--- src/rtl/btn_io_reader_pkg.sv ---
// rtl/btn_io_reader_pkg.sv - shared FSM encoding and 27 MHz timing defaults for the button reader
package btn_io_reader_pkg;

    // Per-channel debounce FSM states
    typedef enum logic [1:0] {
        ST_IDLE        = 2'd0,
        ST_DEB_PRESS   = 2'd1,
        ST_HELD        = 2'd2,
        ST_DEB_RELEASE = 2'd3
    } btn_fsm_e;

    localparam int SYS_CLK_HZ              = 27_000_000;
    // 10 ms of stable samples before a change is accepted
    localparam int DEFAULT_DEBOUNCE_CYCLES = SYS_CLK_HZ / 100;
    // 1 s of holding before the long-press strobe
    localparam int DEFAULT_LONG_CYCLES     = SYS_CLK_HZ;

endpackage

--- src/rtl/btn_debounce_ch.sv ---
// rtl/btn_debounce_ch.sv - one button channel: 2-FF synchronizer, debounce FSM, hold timer
module btn_debounce_ch
    import btn_io_reader_pkg::*;
#(
    parameter int DEBOUNCE_CYCLES = DEFAULT_DEBOUNCE_CYCLES,
    parameter int LONG_CYCLES     = DEFAULT_LONG_CYCLES
) (
    input  logic sys_clk,
    input  logic sys_rst,
    input  logic btn_n,
    output logic btn_state,
    output logic press_pulse,
    output logic release_pulse,
    output logic long_pulse
);

    localparam int DEB_W  = $clog2(DEBOUNCE_CYCLES);
    localparam int HOLD_W = $clog2(LONG_CYCLES + 1);
    localparam logic [DEB_W-1:0]  DEB_LAST  = DEB_W'(DEBOUNCE_CYCLES - 1);
    // hold_cnt counts edges spent pressed since the accepted press; it
    // stops at LONG_CYCLES so the long strobe can only fire once per press
    localparam logic [HOLD_W-1:0] HOLD_LAST = HOLD_W'(LONG_CYCLES);

    logic sync_a;
    logic sync_s;

    btn_fsm_e          state;
    btn_fsm_e          state_nxt;
    logic [DEB_W-1:0]  deb_cnt;
    logic [DEB_W-1:0]  deb_nxt;
    logic [HOLD_W-1:0] hold_cnt;
    logic [HOLD_W-1:0] hold_nxt;
    logic [HOLD_W-1:0] hold_inc;

    logic level_nxt;
    logic press_nxt;
    logic release_nxt;
    logic long_nxt;

    // Two-flop synchronizer for the asynchronous pin; idles released (high)
    always_ff @(posedge sys_clk) begin
        if (sys_rst) begin
            sync_a <= 1'b1;
            sync_s <= 1'b1;
        end else begin
            sync_a <= btn_n;
            sync_s <= sync_a;
        end
    end

    // State register: FSM, counters and registered outputs
    always_ff @(posedge sys_clk) begin
        if (sys_rst) begin
            state         <= ST_IDLE;
            deb_cnt       <= '0;
            hold_cnt      <= '0;
            btn_state     <= 1'b0;
            press_pulse   <= 1'b0;
            release_pulse <= 1'b0;
            long_pulse    <= 1'b0;
        end else begin
            state         <= state_nxt;
            deb_cnt       <= deb_nxt;
            hold_cnt      <= hold_nxt;
            btn_state     <= level_nxt;
            press_pulse   <= press_nxt;
            release_pulse <= release_nxt;
            long_pulse    <= long_nxt;
        end
    end

    assign hold_inc = (hold_cnt == HOLD_LAST) ? hold_cnt : hold_cnt + 1'b1;

    // Next-state logic: a change is accepted only after an unbroken run of samples
    always_comb begin
        state_nxt = state;
        deb_nxt   = deb_cnt;
        hold_nxt  = hold_cnt;
        unique case (state)
            ST_IDLE: begin
                if (!sync_s) begin
                    state_nxt = ST_DEB_PRESS;
                    deb_nxt   = '0;
                end
            end
            ST_DEB_PRESS: begin
                if (sync_s) begin
                    state_nxt = ST_IDLE;
                end else if (deb_cnt == DEB_LAST) begin
                    state_nxt = ST_HELD;
                    hold_nxt  = '0;
                end else begin
                    deb_nxt = deb_cnt + 1'b1;
                end
            end
            ST_HELD: begin
                hold_nxt = hold_inc;
                if (sync_s) begin
                    state_nxt = ST_DEB_RELEASE;
                    deb_nxt   = '0;
                end
            end
            ST_DEB_RELEASE: begin
                // the hold timer keeps running so a release bounce does not restart it
                hold_nxt = hold_inc;
                if (!sync_s) begin
                    state_nxt = ST_HELD;
                end else if (deb_cnt == DEB_LAST) begin
                    state_nxt = ST_IDLE;
                end else begin
                    deb_nxt = deb_cnt + 1'b1;
                end
            end
            default: begin
                state_nxt = ST_IDLE;
            end
        endcase
    end

    // Output logic: strobes decoded from the transition about to be taken
    always_comb begin
        level_nxt   = (state_nxt == ST_HELD) || (state_nxt == ST_DEB_RELEASE);
        press_nxt   = (state == ST_DEB_PRESS) && (state_nxt == ST_HELD);
        release_nxt = (state == ST_DEB_RELEASE) && (state_nxt == ST_IDLE);
        long_nxt    = ((state == ST_HELD) || (state == ST_DEB_RELEASE))
                      && (hold_cnt != HOLD_LAST) && (hold_nxt == HOLD_LAST);
    end

endmodule

--- src/rtl/btn_io_reader.sv ---
// rtl/btn_io_reader.sv - debounced press/release/long-press events for active-low board buttons
module btn_io_reader
    import btn_io_reader_pkg::*;
#(
    parameter int NUM_BTN         = 2,
    parameter int DEBOUNCE_CYCLES = DEFAULT_DEBOUNCE_CYCLES,
    parameter int LONG_CYCLES     = DEFAULT_LONG_CYCLES
) (
    input  logic               sys_clk,
    input  logic               sys_rst,
    input  logic [NUM_BTN-1:0] btn_n,
    output logic [NUM_BTN-1:0] btn_state,
    output logic [NUM_BTN-1:0] press_pulse,
    output logic [NUM_BTN-1:0] release_pulse,
    output logic [NUM_BTN-1:0] long_pulse
);

    // One fully independent channel per button (bit 0 = btn_A, bit 1 = btn_B)
    for (genvar i = 0; i < NUM_BTN; i++) begin : g_ch
        btn_debounce_ch #(
            .DEBOUNCE_CYCLES (DEBOUNCE_CYCLES),
            .LONG_CYCLES     (LONG_CYCLES)
        ) u_ch (
            .sys_clk       (sys_clk),
            .sys_rst       (sys_rst),
            .btn_n         (btn_n[i]),
            .btn_state     (btn_state[i]),
            .press_pulse   (press_pulse[i]),
            .release_pulse (release_pulse[i]),
            .long_pulse    (long_pulse[i])
        );
    end

endmodule
--- config.mk ---
export PLATFORM = sky130hd
export DESIGN_NAME = btn_io_reader
export DESIGN_NICKNAME = d
export VERILOG_FILES = /design/src/rtl/btn_io_reader_pkg.sv /design/src/rtl/btn_debounce_ch.sv /design/src/rtl/btn_io_reader.sv
export SDC_FILE = /design/constraint.sdc
export NUM_CORES = 1
export LEC_CHECK = 0
export CAP_MARGIN = 20
export CORE_MARGIN = 4
export CORE_UTILIZATION = 30
export DETAILED_ROUTE_END_ITERATION = 6
export GPL_ROUTABILITY_DRIVEN = 0
export GPL_TIMING_DRIVEN = 1
export PLACE_DENSITY = 0.53
export SYNTH_ARGS = -nofsm -noshare
export SYNTH_HDL_FRONTEND = slang
export SYNTH_HIERARCHICAL = 1
export SYNTH_SLANG_ARGS = --single-unit
export TNS_END_PERCENT = 10
--- constraint.sdc ---
create_clock -name sys_clk -period 2.5 [get_ports sys_clk]
set_clock_uncertainty 0.2 [all_clocks]
set_input_delay 0.25 -clock sys_clk [delete_from_list [all_inputs] [get_ports sys_clk]]
set_output_delay 0.25 -clock sys_clk [all_outputs]
set_load 0.01 [all_outputs]
# Yosys cells after proc, flatten, opt, wreduce, memory -nomap -nowiden
# Index checks and enable logic that the tools add are counted.
# word_totals
register_bits,104
inputBits,4
output_inout_bits,8
# op_classes
n_addsub,4
eq_ne,26
muxes,34
n_reduce_logical,20
# ops
operator,n
2-to-1 mux 19 bit,10
one-hot mux 19 bit (4 select lines),2
2-to-1 mux 25 bit,6
equality test 25 bit (second input constant),4
one-hot mux 25 bit (2 select lines),2
adder 25 x 1 -> 25 bit (second input constant),2
inequality test 25 bit (second input constant),2
adder 19 x 1 -> 19 bit (second input constant),2
equality test 19 bit (second input constant),2
2-to-1 mux 2 bit,12
equality test 2 bit (second input constant),8
one-hot mux 2 bit (4 select lines),2
logical AND 1 bit,8
zero test 2 bit,4
inequality test 2 x 1 -> 1 bit (second input constant),4
inequality test 2 bit (second input constant),4
AND reduction 4 bit,2
equality test 2 x 1 -> 1 bit (second input constant),2
logical OR 1 bit,4
OR reduction 2 bit,2

# Depth between registers and ports, before layout
# depth
depth_word,6
ltp_mapped,8
mapped_depth_nobuf,8

# Modules after synthesis
# Netlist, hierarchy kept.
# by_module_without_submodules
module,n_inst,cells_per_inst,area_each_um2,seq_area_each_um2
btn_debounce_ch (g_ch[0].u_ch),1,306,2667.6,1021.0
btn_debounce_ch (g_ch[1].u_ch),1,297,2601.2,1021.0

# Worst setup path after synthesis
# No wires, ideal clock.
# synth_path
path_kind,register -> register
from,reg g_ch[1].u_ch.deb_cnt[15]
to,reg g_ch[1].u_ch.long_pulse
setup_time_ns,0.088
arrival_time_ns,2.024
t_required_ns,2.212
setup_slack_ns,0.188
path_stages_with_launch,7
path_buffers,0
synth_period_minus_slack_ns,2.312
cell_sequence,dfxtp_1 > or4b_4 > nor4_2 > nand3_2 > a211oi_1 > nand4b_1 > nor4_2
# synth_via
elab_chain_cells,6
# synth_rtl
element,line_no,source
start: declaration,btn_debounce_ch.sv:29,logic [DEB_W-1:0] deb_cnt;
start signal: assignment,btn_debounce_ch.sv:63,deb_cnt <= deb_nxt;
equality test 19 bit,btn_debounce_ch.sv:89,end else if (deb_cnt == DEB_LAST) begin
2-to-1 mux 25 bit,btn_debounce_ch.sv:89,
2-to-1 mux 25 bit,btn_debounce_ch.sv:87,if (sync_s) begin
one-hot mux 25 bit (2 select lines),btn_debounce_ch.sv:79,unique case (state)
equality test 25 bit,btn_debounce_ch.sv:126,&& (hold_cnt != HOLD_LAST) && (hold_nxt == HOLD_LAST);
logical AND 1 bit,btn_debounce_ch.sv:126,
end signal: assignment,btn_debounce_ch.sv:68,long_pulse <= long_nxt;
end: declaration,btn_debounce_ch.sv:14,output logic long_pulse
# No other way between the ends.
# A chain may end at the register's enable or synchronous reset.

# Worst setup path after layout
# layout_path
from,reg g_ch[1].u_ch.deb_cnt[15]
to,reg g_ch[1].u_ch.deb_cnt[15]
# layout_via
elab_chain_cells,4
elab_cells_between_ends,6
classes_between,add/sub (1); eq/ne (1); mux (4)
# layout_rtl
element,line_no
adder 19 x 1 -> 19 bit or equality test 19 bit (tied branches),n/a
2-to-1 mux 19 bit (*),"btn_debounce_ch.sv:89, btn_debounce_ch.sv:108"
2-to-1 mux 19 bit (on tied branches),"btn_debounce_ch.sv:106, btn_debounce_ch.sv:87"
one-hot mux 19 bit (4 select lines) (*),btn_debounce_ch.sv:79
# Every way passes the cells marked *; elsewhere a longest branch is shown, timed or not. The select of a mux whose other input is x is not followed.

==> summary.md <==
| Metric | Value |
|---|---|
| Status | completed |
| Crit start category | register |
| Worst skew pair latency | 350 ps |
| Synth top area cells | dfxtp_1, nor2_1, xor2_1, xnor2_1, nand2_1 |
| CTS Buffer Depth | 2 |
| Detailed placer's ending HPWL | 9170 um |
| Root buf cell | clkbuf_16 |
| Detailed Route WL | 12,300 um |
| WHS Endpoint | g_ch[1].u_ch/sync_s |
| Initial DRT Pass Iterations | 4 |
| Initial core utilization | 30.6% |
| Routed wire per std cell | 14.0 um |
| Largest net degree at the start of global routing | 19 |
| Worst EP required | 2540 ps |
| Seq/Total Area, Yosys | 38.8% |
| Final std cells w/o fill | 882 |
| CTS sink cnt | 102 |
| Unrepaired setup endpoints after global routing | yes |
| Nets | 664 |
| # rows | 48 |
| Mapped Cells | 603 |
| Synth Cell Area | 0.00527 mm2 |
| Ys Warns | 6 |
| Slew margin rel. | 54.2% |
| Critical path peak fanout | 7 |
| First-pass GRT wire length | 21,100 um |
| Die area | 0.0197 mm2 |
| Origin of the worst setup path | g_ch[1].u_ch/deb_cnt[15] |
| Hold Crit Class | reg -> reg |
| Final cycle utilization of the critical path | 97.2% |
| Synth Flop Type | dfxtp_1 |
| Peak supply drop | 0.000368 V |
| Top achievable clock speed | 411 MHz |
| Asr flop ratio synth | 0% |
| Overflow after GRT | 0 |
| Syn nets | 613 |
| EDFF count, synth | 0 |
| Diodes inserted | 0 |
| Critical Path AT | 2470 ps |
| CTS H-tree lvls | 3 |
| Worst hold start | g_ch[1].u_ch/sync_a |
| Final Hold Viols | 0 |
| Initial antenna violation count | 0 |
| Worst reg2reg setup slack | 70 ps |
| # DRC | 0 |
| I/O Pins | 12 |
| Vias in the first global route | 4,385 |
| Path depth of the worst reg2reg path | 7 |
| RR Endpoint | g_ch[1].u_ch/deb_cnt[15] |
| Vias | 4,506 |
| Syn_area_per_cell | 8.74 um2 |
| Core ar. | 0.0172 mm2 |
| Hold buffers post-CTS | 0 |
| Reg clk slew, reported paths | 60 ps |
| Layout cell share with drive strength beyond 1 | 17.4% |
| Setup TNS | 0 ps |
| Cell Pwr Density | 478 mW/mm2 |
| WHS Path Cells | 1 |
| Slew @ Worst Pin | 686 ps |
| DIE HEIGHT | 141 um |
| WS Path Type | reg -> reg |
| Die width | 141 um |
| Port Buffers | 11 |
| Dominant cell type by area after synthesis | dfxtp_1 |
| Static leakage | 0.00209 uW |
| Max Slew Vio Count | 0 |
| Global Route Usage Sum | 12.8% |
| Yosys cell types | 80 |
| Max Cap Viol | 0 |
| Final number of setup-violating endpoints | 0 |
| Final antenna-violating net count | 0 |
| TritonCTS clock tree | yes |
| Fin crit period | 2430 ps |
| Area growth, synth to finish | 17.9% |
| RR Startpoint | g_ch[1].u_ch/deb_cnt[15] |
| Crit end category | register |
| Flops & latches, synth | 102 |
| Hold slack | 214 ps |
| Cells after DPL | 864 |
| Area share of the largest cell type after synthesis | 38.8% |
| Via density | 5.11 |
| Initial DRC Count | 331 |
| TritonCTS buffer count | 9 |
-- per-stage QoR --
step	utilization, %	power [uW]	instance area (um2)	worst slack [ps]
floorplan	-	1700	5270	188
global placement	34.1	1730	5880	99.0
detailed placement	34.1	1730	5880	50.4
CTS	35.6	3030	6140	9.18
global route	36.0	3080	6210	-69.1
finish	36.0	2970	6210	68.9
-- kinds of logic (layout without fill, tap and decap cells) --
family	count (synthesis)	in the layout	synth area share (%)
and+or+nand+nor	316	316	34.7
DFF	102	102	38.8
AOI/OAI and AO/OA	81	81	10.9
xor gates and xnor gates	60	60	9.97
buffers and inverters	34	88	3.44
adders and majority gates	6	6	1.42
muxes	4	4	0.807
-- cell type report --
| type | count | area, um2 |
|---|---|---|
| well taps | 225 | 282 |
| clock inverters | 2 | 10.0 |
| repair buffers | 60 | 490 |
| flip-flops and latches | 102 | 2040 |
| clock buffers | 12 | 246 |
| multi-input cells | 467 | 3090 |
| fillers | 1784 | 11000 |
| inverters | 14 | 52.6 |
-- report_power, final --
group | switching, uW | total [uW] | internal [uW]
Clock | 587 | 1280 | 689
Combinational | 40.5 | 61.0 | 20.5
Sequential | 4.16 | 1630 | 1630
Total | 632 | 2970 | 2340
-- per-layer routing --
layer	track usage [%]	part of all wire, %	up-vias
met5	0	0	-
met3	2.08	3.1	16
met1	17.2	50	2157
met2	20.4	45	61
li1	-	-	2272
met4	5.30	2.0	0
-- synthesized netlist by cell type, drive strengths merged (3+ instances only) --
master / instances
dfxtp: 102
nor2: 76
nand2: 50
nand3: 37
xor2: 31
a21oi: 30
nand4: 29
xnor2: 29
and3: 20
o21ai: 20
nor3: 17
or3: 16
inv: 14
nor4: 14
clkbuf: 12
and4: 9
buf: 8
and2: 6
ha: 6
nand4b: 6
or2: 6
nor2b: 5
nor3b: 4
a2111oi: 3
a211oi: 3
a31o: 3
and4bb: 3
nand3b: 3
nor4b: 3
o211ai: 3
o41ai: 3
or4b: 3
-- how the worst max path moves through the flow --
stage,cells after the start,end
after floorplan,6,g_ch[1].u_ch/long_pulse
after global placement,8,g_ch[0].u_ch/long_pulse
after detailed placement,7,g_ch[1].u_ch/deb_cnt[15]
after CTS,7,g_ch[1].u_ch/deb_cnt[15]
after global routing,11,g_ch[0].u_ch/long_pulse
final,7,g_ch[1].u_ch/deb_cnt[15]
-- flip-flops by register name, indices dropped and copies added, names as in the netlist --
signal                   flops
g_ch.u_ch/press_pulse        2
g_ch.u_ch/release_pulse      2
g_ch.u_ch/sync_a             2
g_ch.u_ch/btn_state          2
g_ch.u_ch/sync_s             2
g_ch.u_ch/deb_cnt           38
g_ch.u_ch/state              2
g_ch.u_ch/hold_cnt          50
g_ch.u_ch/long_pulse         2
-- worst max-delay path, cell delays in order (launching register included) --
cell and delay, ps:
dfxtp_1 340, or4b_4 570, nor4_4 470, a2111oi_1 160, buf_4 180, and3b_1 180
xnor2_1 160, nor2_1 50
-- layout by cell type, fill, tap and decap left out, types with 3 or more instances in the layout --
cell type,instances
nand4_1,27
a31o_2,3
nor2_1,76
nand2_1,49
xor2_1,31
nor3b_1,3
a21oi_1,29
and3_2,4
and4_1,7
ha_1,6
or3_1,13
clkdlybuf4s50_1,11
buf_4,48
and2_1,5
dfxtp_1,101
o21ai_0,19
nand3_1,36
nand3b_1,3
nor4_2,3
inv_1,14
nand4b_1,5
nor3_1,15
nor2b_1,5
nor4_1,9
and3_1,16
clkbuf_16,9
xnor2_1,29
or2_2,6
-- what timing repair did --
item / CTS / global route
gates resized for setup: 0 / 10
buffers inserted: 0 / 3
hold endpoints to repair: 0 / 0
setup endpoints to repair: 0 / 8
(Power assumes the default switching activity.)
